--- src/rtl/sec08_queues_pipe_queue2.sv ---
`default_nettype none
// ============================================================================
// Module   : sec08_queues_pipe_queue2
// Brief    : Two-entry pipe queue. The input ready is passed through
//            combinationally from the output ready, so a full queue can still
//            accept a message in the cycle its head leaves. There is no data
//            bypass: a new message reaches the output one cycle after enqueue.
// Revision : 1.0 - initial release
// ============================================================================
module sec08_queues_pipe_queue2 #(
  parameter int p_msg_nbits = 32
) (
  input  logic                   clk,
  input  logic                   reset,          // asynchronous, active-low
  input  logic                   istream_val,
  output logic                   istream_rdy,
  input  logic [p_msg_nbits-1:0] istream_msg,
  output logic                   ostream_val,
  input  logic                   ostream_rdy,
  output logic [p_msg_nbits-1:0] ostream_msg,
  output logic [1:0]             num_free_entries
);

  // Control state
  logic [1:0] count_q,   count_d;
  logic       enq_ptr_q, enq_ptr_d;
  logic       deq_ptr_q, deq_ptr_d;

  // Payload storage (deliberately not reset)
  logic [p_msg_nbits-1:0] data_q [2];
  logic [p_msg_nbits-1:0] data_d [2];

  logic enq;
  logic deq;

  // Handshake outputs, derived from registered state plus the ready pass-through
  always_comb begin
    ostream_val      = (count_q != 2'd0);
    // Ready is forced low while reset is held so nothing is accepted then.
    istream_rdy      = reset & ((count_q != 2'd2) | ostream_rdy);
    ostream_msg      = data_q[deq_ptr_q];
    num_free_entries = 2'd2 - count_q;
    enq              = istream_val & istream_rdy;
    deq              = ostream_val & ostream_rdy;
  end

  // Next-state computation for pointers, occupancy and payload entries
  always_comb begin
    count_d   = count_q;
    enq_ptr_d = enq_ptr_q;
    deq_ptr_d = deq_ptr_q;
    data_d[0] = data_q[0];
    data_d[1] = data_q[1];

    if (enq) begin
      data_d[enq_ptr_q] = istream_msg;
      enq_ptr_d         = ~enq_ptr_q;
    end
    if (deq) begin
      deq_ptr_d = ~deq_ptr_q;
    end

    case ({enq, deq})
      2'b10:   count_d = count_q + 2'd1;
      2'b01:   count_d = count_q - 2'd1;
      default: count_d = count_q;
    endcase
  end

  // Control registers, cleared immediately when reset falls
  always_ff @(posedge clk or negedge reset) begin
    if (!reset) begin
      count_q   <= 2'd0;
      enq_ptr_q <= 1'b0;
      deq_ptr_q <= 1'b0;
    end else begin
      count_q   <= count_d;
      enq_ptr_q <= enq_ptr_d;
      deq_ptr_q <= deq_ptr_d;
    end
  end

  // Payload registers; contents are meaningless whenever count is zero
  always_ff @(posedge clk) begin
    data_q[0] <= data_d[0];
    data_q[1] <= data_d[1];
  end

endmodule
`default_nettype wire

--- config.mk ---
export PLATFORM = sky130hd
export DESIGN_NAME = sec08_queues_pipe_queue2
export DESIGN_NICKNAME = d
export VERILOG_FILES = /design/src/rtl/sec08_queues_pipe_queue2.sv
export SDC_FILE = /design/constraint.sdc
export NUM_CORES = 1
export LEC_CHECK = 0
export ABC_AREA = 1
export BUFFER_PORTS_ARGS = -buffer_cell sky130_fd_sc_hd__buf_2
export CORE_ASPECT_RATIO = 2
export CORE_MARGIN = 4
export CORE_UTILIZATION = 30
export DETAILED_ROUTE_END_ITERATION = 7
export SYNTH_ARGS = -nofsm -noshare
export SYNTH_HDL_FRONTEND = slang
export SYNTH_SLANG_ARGS = --single-unit
--- constraint.sdc ---
create_clock -name clk -period 3.68 [get_ports clk]
set_input_delay 0.736 -clock clk [delete_from_list [all_inputs] [get_ports clk]]
set_output_delay 0.736 -clock clk [all_outputs]
set_load 0.1 [all_outputs]
# After elaboration in Yosys (flattened, before gate mapping)
# Memories as Yosys holds them, arrays and structs flattened.
# Cells that the tools add are included.
# word_totals
reg_bits	4
ram_bits	64
in_bits	36
out_inout_bits	36
mem_count	1
# mem_list
memory	words	word_bits	rd	rd_ports_with_merged_regs	wr	line_no	rtl
data_q	2	32	3	0	2	30	logic [p_msg_nbits-1:0] data_q [2];
# op_classes
add_sub_neg	3
order_cmp	2
n_eq_ne	3
mux	5
bitwise	7
n_reduce_logical	3
# ops
operator	n
bitwise mux 64 bit	1
two-way mux 64 bit	1
demux 32 bit (select 1 bit)	1
two-way mux 32 bit	1
case mux 2 bit (2 select lines)	1
nonzero test 2 bit	2
bitwise AND 1 bit	3
adder 2 x 1 -> 2 bit (second input constant)	1
equality test 2 x 1 -> 1 bit (second input constant)	1
equality test 2 bit (second input constant)	1
>= comparator 2 bit (second input constant)	1
< comparator 2 x 1 -> 1 bit (second input constant)	1
inequality test 2 bit (second input constant)	1
inverter 1 bit	2
inverter 1 -> 2 bit	1
subtractor 2 x 1 -> 2 bit (second input constant)	1
subtractor 2 bit (first input constant)	1
logical AND 1 bit	1
bitwise OR 1 bit	1

# Logic depth before layout (Yosys ltp)
# logic_depth
depth_word	7
depth_mapped	11
ltp_nobuf	11

# Worst setup path after synthesis
# No wires, ideal clock.
# synth_timing
path_type	input to output
start	in ostream_rdy
end	out istream_rdy
arrival_ps	2938
t_required_ps	2944
setup_slack_ps	6
path_stages	2
n_path_buf	0
path_cell_list	inv_1 -> a21boi_0
# synth_between
elab_chain_len	2
# synth_rtl
item	line_no	rtl
start, declared	19	input logic ostream_rdy,
bitwise OR 1 bit	40	istream_rdy = reset & ((count_q != 2'd2) | ostream_rdy);
bitwise AND 1 bit	40	
end, declared	16	output logic istream_rdy,
# Every way passes these cells.

# Worst setup path after layout
# layout_timing
start	reg deq_ptr_q
end	out ostream_msg[25]
# layout_between
elab_chain_len	1
# layout_rtl
item	line_no	rtl
start, declared	27	logic deq_ptr_q, deq_ptr_d;
start signal, assigned	79	deq_ptr_q <= deq_ptr_d;
memory (2 x 32 bit)	-	
end, declared	20	output logic [p_msg_nbits-1:0] ostream_msg,
# Every way passes these cells.

==> summary.txt <==
GRT Overall Usage -> 0.111
Mapped cell area -> 2660 µm²
Leading area contributor after synthesis -> edfxtp_1
Critical path class -> reg -> out
Drt drc -> 0
Setup_tns -> 0 ps
RSZ-0062 raised after global routing -> no
Nets -> 317
Post-synth top area share -> 0.723
Antenna violations before repair -> 1
Clk_lat worst skew -> 320 ps
Final GP Congestion -> 0.741
Max incr delay on CP -> 810 ps
Cell mode on critical path -> nand2_1
Port-buffer cells -> 71
Detailed Routing Iterations Pass 1 -> 4
Most instantiated cells after synthesis -> nand2_1, edfxtp_1, inv_1, nand2_2
Die ar. -> 10500 µm²
Syn avg cell area -> 13.2 µm²
Status -> finished clean
Crit end category -> output pin
CTS root buf -> clkbuf_16
Total wire length -> 5190 µm
Die Span Y -> 141 µm
Post-synth EDFFs -> 64
Data arrival, critical path -> 2060 ps
Overflow after GRT -> 0
Final period utilization -> 0.760
Num ports -> 72
Most used DFF post-synth -> edfxtp_1
Vias in the first global route -> 1777
Delay-heaviest family, CP -> flip-flops
Clk pin slew, worst setup/hold paths -> 50 ps
CP max stage cell -> dfrtp_1
Final min period -> 2800 ps
Setup bufs post-CTS -> 0
Peak Freq -> 0.358 GHz
Die W -> 74.6 µm
Net Count, Synth -> 241
Count leader, synth -> nand2_1
Syn. warnings -> 0
Via/cell ratio -> 4.41
Vias -> 1683
Post-synthesis sequential area ratio -> 0.760
First-pass GRT wire length -> 8360 µm
Clock tree from TritonCTS -> done
Asr flop ratio synth -> 0.0588
Least-Margin Pin Slew -> 933 ps
Synth area leaders -> edfxtp_1, nand2_1, dfrtp_1, nand2_2, ha_1
Final hold viol count -> 0
Hold_buf cts -> 0
FF+latch count, synth -> 68
CP Launch Type -> flip-flop
Layout Skew -> 4.50 ps
Max-cap violations -> 0
Critical-path maximum fanout -> 18
Fin. max-slew vios -> 0
Ant. Diodes -> 0
Met2 wire length -> 2960 µm
Req. time, crit path -> 2940 ps
Post-synthesis cell type count -> 16
Hold_ws -> 239 ps
Area grow syn2layout -> 25.2%
Post-DR wirelength/cell -> 13.6 µm
Longest Clk Path Bufs -> 2
Met3 wire length -> 252 µm
HPWL after detailed placement -> 3640 µm
Slew HR -> 0.376
Post-synthesis cell count -> 202
Highest metal used -> met5
Core ar. -> 8650 µm²
# H-tree levels -> 3
Initial core utilization -> 0.307
Clk sinks -> 68
CP bufs+invs -> 2
Hold Path Class -> in -> async
Routed Antenna Nets -> 0
Total CTS buffers -> 9
Maximum number of pins on one net before global-route repair -> 34
Iter 0 DRT Violations -> 80
Wire length on met1 -> 1740 µm
Final Setup Violations -> 0
Layout cells sized above 1 -> 0.340
Post-cts sizing count -> 0
Site Rows -> 48
CP Cell Sequence -> buf_4, nand2_1, nand2_1, buf_2
Core Util, Final -> 0.385
stage by stage:
step / setup WS (ps) / std cells / area (µm²)
after global routing: 709 / 382 / 3330
after detailed placement: 1160 / 367 / 3080
after global placement: 1200 / 367 / 3080
after floorplan: 5.68 / 202 / 2660
final: 885 / 382 / 3330
after CTS: 801 / 382 / 3330
final cells by class:
class	count	area (µm²)
Multi-Input combinational cell	115	512
Fill cell	863	5320
Tap cell	100	125
Timing Repair Buffer	73	370
Clock inverter	4	17.5
Clock buffer	11	233
Sequential cell	68	2020
Inverter	11	48.8
cell usage in the layout (no fill, tap or decap), types with 2 or more instances in the layout:
cell type,instances
nand2_1,94
buf_2,71
edfxtp_1,64
nand2_2,10
inv_1,10
clkbuf_16,9
dfrtp_1,4
ha_1,3
nand3_1,2
nand4_1,2
clkbuf_1,2
clkinv_2,2
clkinv_1,2
buf_4,2
path summary, 6_finish.rpt:
check                                       start                       to  slack [ps]  cells after the start
max reg2reg                count_q[0]$_DFFE_PN0P_  data_q[0][10]$_DFFE_PP_        1530                      6
max in group asynchronous                   reset    deq_ptr_q$_DFFE_PN0P_        3290                      1
min                                         reset   count_q[0]$_DFFE_PN0P_         240                      1
min reg2reg                 enq_ptr_q$_DFFE_PN0N_    enq_ptr_q$_DFFE_PN0N_         470                      2
max                         deq_ptr_q$_DFFE_PN0P_          ostream_msg[25]         880                      4
min in group clk            enq_ptr_q$_DFFE_PN0N_    enq_ptr_q$_DFFE_PN0N_         470                      2
cells by family after synthesis:
group                    Yosys count  synth area share
adder cells (fa/ha/maj)            3            0.0141
XOR/XNOR                           2           0.00659
AO/OA/AOI/OAI                      1           0.00282
AND/OR/NAND/NOR                  109             0.166
buffers and inverters             19            0.0499
flip-flops                        68             0.760
metal layers:
metal | GRT usage | vias to the layer above
li1 | - | 824
met2 | 0.197 | 49
met4 | 0.0854 | 2
met1 | 0.0996 | 790
met5 | 0 | -
met3 | 0.0293 | 18
state kept, by name (all words and copies together), names as in the netlist:
register and count:
count_q 2, enq_ptr_q 1, data_q 64, deq_ptr_q 1
Power is not shown: default switching activity piles up to over one toggle a cycle in this logic, so the estimate is an artifact.
